==> src/rtl/lru_pkg.sv <==
// Shared types for the cache-way LRU tracker and its request scheduler.
//   ls_op_t       : operation code on the tracker ls_* interface
//   sched_state_t : scheduler FSM states
package lru_pkg;

  typedef enum logic [1:0] {
    OP_ILLEGAL    = 2'b00,
    OP_LOAD       = 2'b01,
    OP_STORE      = 2'b10,
    OP_INVALIDATE = 2'b11
  } ls_op_t;

  typedef enum logic {
    ARB   = 1'b0,
    FLUSH = 1'b1
  } sched_state_t;

endpackage

==> src/rtl/lru_req_sched_rr_arbiter.sv <==
// Round-robin arbiter. The search for a valid request starts at rr_ptr;
// when advance is high the pointer moves to one past the granted index.
// Ports:
//   clk, reset : clock, asynchronous active-high reset (rr_ptr -> 0)
//   req        : request vector
//   advance    : a grant was taken this cycle
//   gnt        : one-hot grant (combinational)
//   gnt_idx    : encoded index of the grant
module rr_arbiter #(
  parameter  int N = 3,
  localparam int R = (N > 1) ? $clog2(N) : 1
) (
  input  logic         clk,
  input  logic         reset,
  input  logic [N-1:0] req,
  input  logic         advance,
  output logic [N-1:0] gnt,
  output logic [R-1:0] gnt_idx
);

  logic [R-1:0] rr_ptr;
  logic [R-1:0] idx;
  logic         found;
  int           k;

  always_comb begin
    gnt     = '0;
    gnt_idx = '0;
    found   = 1'b0;
    idx     = '0;
    k       = 0;
    for (int i = 0; i < N; i++) begin
      k = int'(rr_ptr) + i;
      if (k >= N) k = k - N;
      idx = R'(k);
      if (!found && req[idx]) begin
        found      = 1'b1;
        gnt[idx]   = 1'b1;
        gnt_idx    = idx;
      end
    end
  end

  always_ff @(posedge clk or posedge reset) begin
    if (reset) begin
      rr_ptr <= '0;
    end else if (advance) begin
      rr_ptr <= (gnt_idx == R'(N - 1)) ? '0 : gnt_idx + R'(1);
    end
  end

endmodule

==> src/rtl/lru_req_sched.sv <==
// Request scheduler in front of the LRU tracker. Arbitrates requesters
// round-robin, issues one registered op per cycle on ls_*, and returns the
// way used two cycles after the grant. A flush invalidates every way.
// Ports:
//   clk, reset          : clock, asynchronous active-high reset
//   req_valid_i/op/way  : per-requester request
//   req_ready_o         : one-hot grant (combinational)
//   rsp_*               : response pulse, requester id, way, error
//   flush_i/flush_busy_o: start flush / flush in progress
//   ls_*_o              : registered op to the tracker
//   lru_valid_i/way_i   : tracker store-victim selection (one-hot)
//
// state | meaning
// ARB   | arbitrate requesters, or start a flush when flush_i is high
// FLUSH | issue invalidate for way = flush counter, one per cycle
module lru_req_sched
  import lru_pkg::*;
#(
  parameter  int NUM_WAYS = 4,
  parameter  int NUM_REQ  = 3,
  localparam int W = $clog2(NUM_WAYS),
  localparam int R = $clog2(NUM_REQ)
) (
  input  logic                        clk,
  input  logic                        reset,
  input  logic [NUM_REQ-1:0]          req_valid_i,
  input  logic [NUM_REQ-1:0][1:0]     req_op_i,
  input  logic [NUM_REQ-1:0][W-1:0]   req_way_i,
  output logic [NUM_REQ-1:0]          req_ready_o,
  output logic                        rsp_valid_o,
  output logic [R-1:0]                rsp_id_o,
  output logic [W-1:0]                rsp_way_o,
  output logic                        rsp_err_o,
  input  logic                        flush_i,
  output logic                        flush_busy_o,
  output logic                        ls_valid_o,
  output logic [1:0]                  ls_op_o,
  output logic [W-1:0]                ls_way_o,
  input  logic                        lru_valid_i,
  input  logic [NUM_WAYS-1:0]         lru_way_i
);

  sched_state_t state, state_nxt;
  logic [W-1:0] cnt, cnt_nxt;

  logic [NUM_REQ-1:0] arb_req;
  logic [NUM_REQ-1:0] gnt;
  logic [R-1:0]       gnt_idx;
  logic               arb_open;
  logic               transfer;

  logic         ls_valid_nxt;
  ls_op_t       ls_op_nxt;
  logic [W-1:0] ls_way_nxt;

  // Issue stage: the granted request travelling towards its response.
  logic         s1_valid, s1_valid_nxt;
  logic [R-1:0] s1_id, s1_id_nxt;
  ls_op_t       s1_op, s1_op_nxt;
  logic [W-1:0] s1_way, s1_way_nxt;

  logic [W-1:0] enc_way;
  logic [W-1:0] rsp_way_nxt;
  logic         rsp_err_nxt;

  // Gating on reset keeps req_ready_o low while reset is held.
  assign arb_open    = !reset && (state == ARB) && !flush_i;
  assign arb_req     = req_valid_i & {NUM_REQ{arb_open}};
  assign req_ready_o = gnt;
  assign transfer    = |gnt;

  rr_arbiter #(.N(NUM_REQ)) u_arb (
    .clk     (clk),
    .reset   (reset),
    .req     (arb_req),
    .advance (transfer),
    .gnt     (gnt),
    .gnt_idx (gnt_idx)
  );

  always_comb begin
    state_nxt    = state;
    cnt_nxt      = cnt;
    ls_valid_nxt = 1'b0;
    ls_op_nxt    = OP_ILLEGAL;
    ls_way_nxt   = '0;
    s1_valid_nxt = 1'b0;
    s1_id_nxt    = '0;
    s1_op_nxt    = OP_ILLEGAL;
    s1_way_nxt   = '0;
    case (state)
      ARB: begin
        if (flush_i) begin
          // way 0 goes out in the first FLUSH cycle, so it is loaded now
          state_nxt    = FLUSH;
          cnt_nxt      = '0;
          ls_valid_nxt = 1'b1;
          ls_op_nxt    = OP_INVALIDATE;
        end else if (transfer) begin
          s1_valid_nxt = 1'b1;
          s1_id_nxt    = gnt_idx;
          s1_op_nxt    = ls_op_t'(req_op_i[gnt_idx]);
          s1_way_nxt   = req_way_i[gnt_idx];
          if (s1_op_nxt != OP_ILLEGAL) begin
            ls_valid_nxt = 1'b1;
            ls_op_nxt    = s1_op_nxt;
            ls_way_nxt   = s1_way_nxt;
          end
        end
      end
      FLUSH: begin
        // cnt names the way on ls_* this cycle
        if (cnt == W'(NUM_WAYS - 1)) begin
          state_nxt = ARB;
        end else begin
          cnt_nxt      = cnt + 1'b1;
          ls_valid_nxt = 1'b1;
          ls_op_nxt    = OP_INVALIDATE;
          ls_way_nxt   = cnt + 1'b1;
        end
      end
      default: state_nxt = ARB;
    endcase
  end

  // Lowest set bit of the tracker selection wins.
  always_comb begin
    enc_way = '0;
    for (int i = NUM_WAYS - 1; i >= 0; i--) begin
      if (lru_way_i[i]) enc_way = W'(i);
    end
  end

  always_comb begin
    rsp_way_nxt = '0;
    rsp_err_nxt = 1'b0;
    if (s1_valid) begin
      case (s1_op)
        OP_ILLEGAL: rsp_err_nxt = 1'b1;
        OP_STORE: begin
          if (!lru_valid_i || (lru_way_i == '0)) rsp_err_nxt = 1'b1;
          else                                   rsp_way_nxt = enc_way;
        end
        default: rsp_way_nxt = s1_way;
      endcase
    end
  end

  always_ff @(posedge clk or posedge reset) begin
    if (reset) begin
      state       <= ARB;
      cnt         <= '0;
      ls_valid_o  <= 1'b0;
      ls_op_o     <= '0;
      ls_way_o    <= '0;
      s1_valid    <= 1'b0;
      s1_id       <= '0;
      s1_op       <= OP_ILLEGAL;
      s1_way      <= '0;
      rsp_valid_o <= 1'b0;
      rsp_id_o    <= '0;
      rsp_way_o   <= '0;
      rsp_err_o   <= 1'b0;
    end else begin
      state       <= state_nxt;
      cnt         <= cnt_nxt;
      ls_valid_o  <= ls_valid_nxt;
      ls_op_o     <= ls_op_nxt;
      ls_way_o    <= ls_way_nxt;
      s1_valid    <= s1_valid_nxt;
      s1_id       <= s1_id_nxt;
      s1_op       <= s1_op_nxt;
      s1_way      <= s1_way_nxt;
      rsp_valid_o <= s1_valid;
      rsp_id_o    <= s1_id;
      rsp_way_o   <= rsp_way_nxt;
      rsp_err_o   <= rsp_err_nxt;
    end
  end

  assign flush_busy_o = (state == FLUSH);

endmodule

==> config.mk <==
export PLATFORM = sky130hd
export DESIGN_NAME = lru_req_sched
export DESIGN_NICKNAME = d
export VERILOG_FILES = /design/src/rtl/lru_pkg.sv /design/src/rtl/lru_req_sched_rr_arbiter.sv /design/src/rtl/lru_req_sched.sv
export SDC_FILE = /design/constraint.sdc
export NUM_CORES = 1
export LEC_CHECK = 0
export ABC_CLOCK_PERIOD_IN_PS = 6300
export CAP_MARGIN = 0
export CORE_AREA = 2 2 59 61
export DETAILED_ROUTE_END_ITERATION = 8
export DIE_AREA = 0 0 61 63
export PLACE_DENSITY = 0.72
export SLEW_MARGIN = 20
export SYNTH_ARGS = -nofsm -noshare
export SYNTH_HDL_FRONTEND = slang
export SYNTH_SLANG_ARGS = --single-unit
==> constraint.sdc <==
create_clock -name clk -period 6.3 [get_ports clk]
set_input_delay 1.26 -clock clk [delete_from_list [all_inputs] [get_ports clk]]
set_output_delay 1.26 -clock clk [all_outputs]
set_load 0.005 [all_outputs]
# After elaboration in Yosys (flattened, before gate mapping)
# Index checks and enable logic that the tools add are counted.
[word_totals]
elab_cells = 128
output_inout_bits = 15
reg_bits = 23
[op_classes]
reduce_logical = 18
bitwise_logic = 4
muxes = 70
order_cmp = 10
eq_ne = 5
addsub = 7
[ops]
columns = ["operator", "n"]
rows = [
  ["2-to-1 mux 2 bit", 34],
  ["2-to-1 mux 1 bit", 18],
  ["one-hot mux 2 bit (2 select lines)", 4],
  ["less-than comparator 2 x 3 -> 1 bit, second input constant", 4],
  ["2-to-1 mux 3 bit", 3],
  ["binary-select mux 2 bit (select 2 bit)", 2],
  ["logical AND 1 bit", 7],
  ["binary-select mux 1 bit (select 2 bit)", 3],
  ["demux 1 bit (select 2 bit)", 3],
  ["equality test 2 bit, second input constant", 3],
  [">= comparator 2 x 1 -> 1 bit, second input constant", 3],
  [">= comparator 3 x 2 -> 1 bit, second input constant", 2],
  ["OR 3 bit", 2],
  ["one-hot mux 1 bit (2 select lines)", 3],
  ["logical NOT 1 bit", 5],
  ["adder 2 x 1 -> 2 bit, second input constant", 2],
  ["logical NOT 4 bit", 1],
  ["!= test 2 bit, second input constant", 2],
  ["subtractor 2 x 1 -> 2 bit, second input constant", 2],
  ["adder 2 x 1 -> 3 bit, second input constant", 1],
  ["adder 2 x 2 -> 3 bit, second input constant", 1],
  ["bitwise AND 3 bit", 1],
  ["OR reduction 3 bit", 1],
  [">= comparator 2 bit, second input constant", 1],
  ["6 further kinds", 6],
]

# Longest topological paths before layout
# Gate-level depths: netlist (run 1).
[depth]
depth_word = 20
depth_mapped = 10

# By module
# From an unflattened synthesis (run 1), not the netlist that was laid out.
[hier_totals]
hier_cells = 141
hier_area_um2 = 1378.8
[modules_own_cells]
columns = ["module", "seq_area_each_um2", "n_inst", "area_per_inst_um2", "cells_each"]
rows = [
  ["lru_req_sched", 525.5, 1, 902.1, 81],
  ["rr_arbiter", 50.0, 1, 476.7, 60],
]

# Worst setup path before layout (run 1)
# Ideal clock, no wire load.
[synth_timing]
path_type = "input to output"
startpoint = "in reset"
endpoint = "out req_ready_o[0]"
t_arrival_ps = 2284
path_stages = 4
n_path_buf = 0
slack_ps = 2756
path_cell_list = "nor3_2 and3_1 mux2_4 a21o_1"
[synth_between]
elab_chain_cells = 13
[synth_rtl]
columns = ["element", "line_no", "source"]
rows = [
  ["start: declaration", "lru_req_sched.sv:25", "input logic reset,"],
  ["logical NOT 1 bit (no source line) *", "n/a", ""],
  ["logical AND 1 bit * (2 in series)", "lru_req_sched.sv:67", "assign arb_open = !reset && (state == ARB) && !flush_i;"],
  ["bitwise AND 3 bit *", "lru_req_sched.sv:68", "assign arb_req = req_valid_i & {NUM_REQ{arb_open}};"],
  ["binary-select mux 1 bit (select 2 bit)", "lru_req_sched_rr_arbiter.sv:36", "if (!found && req[idx]) begin"],
  ["2-to-1 mux 1 bit (implied by the code)", "lru_req_sched_rr_arbiter.sv:36", ""],
  ["2-to-1 mux 1 bit", "lru_req_sched_rr_arbiter.sv:36", ""],
  ["logical NOT 1 bit", "lru_req_sched_rr_arbiter.sv:36", ""],
  ["logical AND 1 bit", "lru_req_sched_rr_arbiter.sv:36", ""],
  ["2-to-1 mux 1 bit", "lru_req_sched_rr_arbiter.sv:36", ""],
  ["logical NOT 1 bit", "lru_req_sched_rr_arbiter.sv:36", ""],
  ["logical AND 1 bit", "lru_req_sched_rr_arbiter.sv:36", ""],
  ["2-to-1 mux 3 bit *", "lru_req_sched_rr_arbiter.sv:36", ""],
  ["end: declaration", "lru_req_sched.sv:29", "output logic [NUM_REQ-1:0] req_ready_o,"],
]
# Mark *: on every way between the ends. The rest lies on a longest branch, timed or not. The select of a mux whose other input is x is not followed.

# Final worst setup path (run 1)
[layout_timing]
startpoint = "in req_valid_i[2]"
endpoint = "out req_ready_o[0]"
[layout_between]
elab_chain_cells = 10
[layout_rtl]
columns = ["element", "line_no", "source"]
rows = [
  ["start: declaration", "lru_req_sched.sv:26", "input logic [NUM_REQ-1:0] req_valid_i,"],
  ["bitwise AND 3 bit *", "lru_req_sched.sv:68", ""],
  ["binary-select mux 1 bit (select 2 bit)", "lru_req_sched_rr_arbiter.sv:36", ""],
  ["2-to-1 mux 1 bit (implied by the code)", "lru_req_sched_rr_arbiter.sv:36", ""],
  ["2-to-1 mux 1 bit", "lru_req_sched_rr_arbiter.sv:36", ""],
  ["logical NOT 1 bit", "lru_req_sched_rr_arbiter.sv:36", ""],
  ["logical AND 1 bit", "lru_req_sched_rr_arbiter.sv:36", ""],
  ["2-to-1 mux 1 bit", "lru_req_sched_rr_arbiter.sv:36", ""],
  ["logical NOT 1 bit", "lru_req_sched_rr_arbiter.sv:36", ""],
  ["logical AND 1 bit", "lru_req_sched_rr_arbiter.sv:36", ""],
  ["2-to-1 mux 3 bit *", "lru_req_sched_rr_arbiter.sv:36", ""],
]
# Marked as above.

==> qor.txt, run 1 <==
final wirelength: 3.03 mm
ant diodes: 0
GR Util met1: 19.9%
WHS: 0.363 ns
Max-cap violations: 0
largest net degree at the start of global routing: 24
CTS Root Cell: clkbuf_4
Die Y: 63 µm
period utilization: 73.8%
#FFs+latches synth: 23
grt peak-use layer: met2
largest area contributor in the netlist: dfrtp_1
die area: 3840 µm²
Vias/cell: 5.16
core area: 3230 µm²
# rows: 21
grt total ovfl: 0
antenna violations before repair: 0
share of cells above drive strength 1: 10.2%
final slew viol count: 0
Starting Density: 43.3%
CTS max path bufs: 2
Final ANT Viol Nets: 0
Worst EP arrival: 3.39 ns
main area contributors after synthesis: dfrtp_1, mux2i_1, mux2_2, ha_1, nand2_1
met3 Usage GRT: 2.69%
kind of critical path: primary input to output pin
cts bufs inserted: 3
CTS clk-pin slew, worst paths: 0.12 ns
setup TNS: 0 ns
Placed Instance Area: 1790 µm²
Setup Skew: 0.00336 ns
IO buf count: 37
EDFF count, synth: 0
CP Max Fanout: 5
DRC: 0
CTS tree: yes
post-DP HPWL: 2.38 mm
area grow syn2layout: 29.8%
first-pass GRT wire length: 5.06 mm
Seq/Total Area, Yosys: 41.1%
DR WL/cell: 13.6 µm
LEAKAGE: 0.000824 µW
routability congestion estimate: 0.811
post-route cell area: 1820 µm²
Max H-tree Level: 1
worst hold path class: flip-flop to flip-flop
RSZ-0062 raised after global routing: false
endpoints failing setup: 0
Hold Fails Final Rpt: 0
Power Density: 300 nW/µm²
IO Pins: 38
actual slew at the worst max-slew pin: 0.854 ns
gr usage total: 17.4%
Synth async-reset ratio: 100%
flop2flop setup slack: 3.24 ns
VDD IR max: 0.129 mV
number of global-route vias before repair: 1167
post-layout minimum cycle time: 4.65 ns
Die Width: 61 µm
startpoint types: primary input
dominant synthesized flop cell: dfrtp_1
Synth cell types: 36
cts hold-fix bufs: 0
CTS sink count: 23
M2 GR Usage: 30.4%
Resize count post-CTS: 0
DRT iter0 DRCs: 45
Synth Warn #: 0
Tot Pwr: 546 µW
Vias: 1150
post-synth top area share: 41.1%
outcome: completed
gate count of the mapped netlist: 141
CP required: 5.04 ns
first drt pass iteration count: 4
Syn Area/Cell: 9.93 µm²
Post-Syn Area: 1400 µm²
Worst-Skew Late Latency: 0.31 ns
achievable frequency: 215 MHz
syn nets: 169
post-CTS setup repair buffer count: 0
Slew headroom: 43.0%
nets@finish: 206
CP Capture Type: output pin
layout make-up:
cell class / count / area, µm²
multi-input cells: 101 / 742
well taps: 46 / 57.6
clock inverters: 1 / 5.00
inverters: 12 / 45.0
clock buffers: 3 / 22.5
flip-flops and latches: 23 / 576
fillers: 304 / 1410
repair buffers: 37 / 370
report_power, final:
group	switching [µW]	internal, µW	total [µW]
logic	130	137	267
registers	23.5	187	211
clock network	43.7	23.7	67.4
cells by family (layout without fill, tap and decap cells):
logic type	Yosys count	in the layout	share of synthesized area, %
muxes	20	20	16.4
adders and majority gates	5	5	4.47
DFF	23	23	41.1
AOI/OAI and AO/OA	31	31	15.2
and+or+nand+nor	44	44	16.3
xor gates and xnor gates	1	1	0.626
buffers and inverters	17	53	5.90
routing by layer:
metal	up-vias	wire length, µm
li1	567	-
met1	533	1260
met3	8	147
met4	0	91
met2	42	1530
met5	-	0
metrics by stage:
step           util, %  cells  worst slack, ns
2_1_floorplan        -    141             2.76
3_3_place_gp      55.4    219             1.73
3_5_place_dp      55.4    219             1.64
4_1_cts           56.3    223             1.64
5_1_grt           56.3    223             1.51
6_report          56.3    223             1.65
layout by cell type, fill, tap and decap left out, types with 5 or more instances in the layout:
master and count:
inv_1 12, a21oi_1 7, mux2_2 6, nand2_1 13
nor2_1 10, mux2i_1 11, o21ai_0 9, ha_1 5
clkdlybuf4s50_1 37, dfrtp_1 23
worst paths after layout:
| check | start | endpoint | cells after the start |
|---|---|---|---|
| max reg2reg | u_arb.rr_ptr[1] | u_arb.rr_ptr[0] | 8 |
| min in group asynchronous | reset | cnt[1] | 2 |
| max | req_valid_i[2] | req_ready_o[0] | 7 |
| max in group asynchronous | reset | ls_op_o[0] | 2 |
| min reg2reg | s1_id[1] | rsp_id_o[1] | 0 |
| min | s1_id[1] | rsp_id_o[1] | 0 |
critical path: stages:
cell and delay [ns]:
clkdlybuf4s50_1 0.51, a21oi_1 0.18, o21ai_0 0.09, and3_1 0.22, nor3_1 0.44, a21o_1 0.20, clkdlybuf4s50_1 0.50
flip-flops by register name, indices dropped and copies added, names as in the netlist, 2 cells and up:
name / count
cnt: 2
ls_op_o: 2
ls_way_o: 2
rsp_id_o: 2
rsp_way_o: 2
s1_id: 2
s1_op: 2
s1_way: 2
u_arb.rr_ptr: 2
cell usage after synthesis (2+ instances only):
| library cell | number |
|---|---|
| dfrtp_1 | 23 |
| mux2_2 | 6 |
| buf_6 | 2 |
| nand2_1 | 13 |
| nor2b_1 | 2 |
| nor4_1 | 3 |
| nor2_1 | 10 |
| a211oi_1 | 3 |
| nand2b_1 | 3 |
| nand3_1 | 3 |
| mux2_4 | 2 |
| or2_2 | 2 |
| inv_1 | 12 |
| nor3_2 | 2 |
| a21oi_1 | 7 |
| o21ai_1 | 3 |
| buf_2 | 3 |
| and3_1 | 2 |
| ha_1 | 5 |
| mux2i_1 | 11 |
| o21ai_0 | 9 |
(Power assumes the default switching activity.)
==> inputs of run 2 (changes only) <==
--- a/config.mk
+++ b/config.mk
@@ -5,7 +5,7 @@
 export SDC_FILE = /design/constraint.sdc
 export NUM_CORES = 1
 export LEC_CHECK = 0
-export ABC_CLOCK_PERIOD_IN_PS = 6300
+export ABC_CLOCK_PERIOD_IN_PS = 4600
 export CAP_MARGIN = 0
 export CORE_AREA = 2 2 59 61
 export DETAILED_ROUTE_END_ITERATION = 8
==> constraint.sdc (replaced) <==
create_clock -name clk -period 4.6 [get_ports clk]
set_input_delay 0.92 -clock clk [delete_from_list [all_inputs] [get_ports clk]]
set_output_delay 0.92 -clock clk [all_outputs]
set_load 0.005 [all_outputs]
==> qor.txt, run 2 (synthesis gave the netlist of run 1 again) <==
kind of critical path: primary input to output pin (unchanged)
Post-Layout Cell Count: 224 (was 223)
CTS sink count: 23 (unchanged)
CTS max path bufs: 2 (unchanged)
WL met2: 1.54 mm (was 1.53 mm)
IO buf count: 37 (unchanged)
Vias/cell: 5.33 (was 5.16)
achievable frequency: 252 MHz
Final ANT Viol Nets: 0 (unchanged)
nets@finish: 207 (was 206)
flop2flop setup slack: 1.82 ns (was 3.24 ns)
startpoint types: primary input (unchanged)
share of cells above drive strength 1: 10.7% (was 10.2%)
Worst-Skew Late Latency: 0.30 ns (was 0.31 ns)
first-pass GRT wire length: 4.92 mm (was 5.06 mm)
commonest non-fill, non-tap cell in the layout: clkdlybuf4s50_1 (unchanged)
CP max-delay cell: clkdlybuf4s50_1 (unchanged)
Setup Skew: 0.00247 ns (was 0.00336 ns)
DRC: 0 (unchanged)
internal cell power: 480 µW (was 348 µW)
wl on met1: 1.23 mm (was 1.26 mm)
core area: 3230 µm² (unchanged)
die area: 3840 µm² (unchanged)
routability congestion estimate: 0.805 (was 0.811)
Net Switching: 269 µW (was 198 µW)
Vias: 1195 (was 1150)
final slew viol count: 0 (unchanged)
Power Density: 411 nW/µm² (was 300 nW/µm²)
CP required: 3.68 ns (was 5.04 ns)
post-CTS setup repair buffer count: 0 (unchanged)
# rows: 21 (unchanged)
Hold EP: rsp_id_o[0] (was rsp_id_o[1])
actual slew at the worst max-slew pin: 0.831 ns (was 0.854 ns)
Worst Hold Launch: s1_id[0] (was s1_id[1])
Top cell by count, worst path: clkdlybuf4s50_1 (unchanged)
CTS tree: yes (unchanged)
area grow syn2layout: 30.4% (was 29.8%)
Die Y: 63 µm (unchanged)
CP Cell Sequence: clkdlybuf4s50_1 > a21oi_1 > o21ai_0 > and3_1 > nor3_1 > a21o_1 > clkdlybuf4s50_1 (unchanged)
RSZ-0062 raised after global routing: false (unchanged)
met3 WL: 192 µm (was 147 µm)
largest net degree at the start of global routing: 24 (unchanged)
Switching Share: 35.9% (was 36.2%)
ant diodes: 0 (unchanged)
Placed Instance Area: 1800 µm² (was 1790 µm²)
Hold Fails Final Rpt: 0 (unchanged)
setup TNS: 0 ns (unchanged)
DRT iter0 DRCs: 64 (was 45)
Clock power frac: 12.0% (was 12.4%)
Worst EP arrival: 3.05 ns (was 3.39 ns)
antenna violations before repair: 0 (unchanged)
hold path depth: 0 (unchanged)
number of global-route vias before repair: 1140 (was 1167)
CP Max Fanout: 5 (unchanged)
post-layout minimum cycle time: 3.97 ns
first drt pass iteration count: 4 (unchanged)
Top Metal Used: met4 (unchanged)
outcome: completed (unchanged)
cts hold-fix bufs: 0 (unchanged)
cts bufs inserted: 3 (unchanged)
gr usage total: 17.0% (was 17.4%)
fin util: 56.5% (was 56.3%)
endpoints failing setup: 0 (unchanged)
grt total ovfl: 0 (unchanged)
VDD IR max: 0.163 mV (was 0.129 mV)
IO Pins: 38 (unchanged)
Logic pwr share: 49.5% (was 49.0%)
LEAKAGE: 0.000828 µW (was 0.000824 µW)
period utilization: 86.2%
Die Width: 61 µm (unchanged)
Resize count post-CTS: 0 (unchanged)
Slew headroom: 44.5% (was 43.0%)
final wirelength: 3.05 mm (was 3.03 mm)
DR WL/cell: 13.6 µm (about the same)
placed cells: 220 (was 219)
Max-cap violations: 0 (unchanged)
CTS clk-pin slew, worst paths: 0.12 ns (about the same)
Max H-tree Level: 1 (unchanged)
R2R Path Start: u_arb.rr_ptr[1] (unchanged)
CP Capture Type: output pin (unchanged)
CTS Root Cell: clkbuf_4 (unchanged)
post-DP HPWL: 2.42 mm (was 2.38 mm)
Reg-to-Reg End: u_arb.rr_ptr[0] (unchanged)
post-route cell area: 1830 µm² (was 1820 µm²)
Starting Density: 43.3% (unchanged)
R2R depth: 9 (was 8)
Reg power frac: 38.6% (about the same)
worst hold path class: flip-flop to flip-flop (unchanged)
slowest stage delay, CP: 0.51 ns (about the same)
commonest cells after routing, fill and taps aside: clkdlybuf4s50_1, dfrtp_1, nand2_1 (unchanged)
==> run 2: how the worst max path moves through the flow <==
stage,cells past startpoint,slack [ns],endpoint,startpoint
after floorplan,4,1.74,req_ready_o[0],reset
after global placement,8,0.71,req_ready_o[1],req_valid_i[2]
after detailed placement,7,0.63,req_ready_o[0],req_valid_i[2]
after CTS,7,0.63,req_ready_o[0],req_valid_i[2]
after global routing,8,0.50,req_ready_o[1],req_valid_i[0]
final,7,0.63,req_ready_o[0],req_valid_i[2]
==> run 2: layout make-up <==
class / instances / area [µm²]
Clock buffer: 3 / 22.5
Clock inverter: 1 / 5.00
Fill cell: 300 / 1410
Inverter: 12 / 45.0
Multi-Input combinational cell: 101 / 742
Sequential cell: 23 / 576
Tap cell: 46 / 57.6
Timing Repair Buffer: 38 / 378
==> run 2: routing by layer <==
metal,global-route usage [%],vias up
li1,-,569
met1,19.5,555
met2,30.2,59
met3,2.07,12
met4,7.61,0
met5,0,-
==> run 2: per-stage QoR <==
stage	worst slack [ns]	power, µW	hold WS [ns]
floorplan	1.74	530	0.331
global placement	0.708	650	0.334
detailed placement	0.635	664	0.354
CTS	0.628	755	0.383
global route	0.499	810	0.388
finish	0.635	749	0.375
==> run 2: power groups by stage <==
stage                     combinational (µW)  clock [µW]  sequential [µW]
after floorplan                          238           0              292
after global placement                   360           0              291
after detailed placement                 371           0              293
after CTS                                373        92.5              289
after global routing                     414         101              295
final                                    371        89.7              289
==> run 2: critical path, delay by kind of cell <==
kind,cells,cell delay (ns)
AO/OA/AOI/OAI,3,0.47
AND/OR/NAND/NOR,2,0.67
buffers and inverters,2,1.00
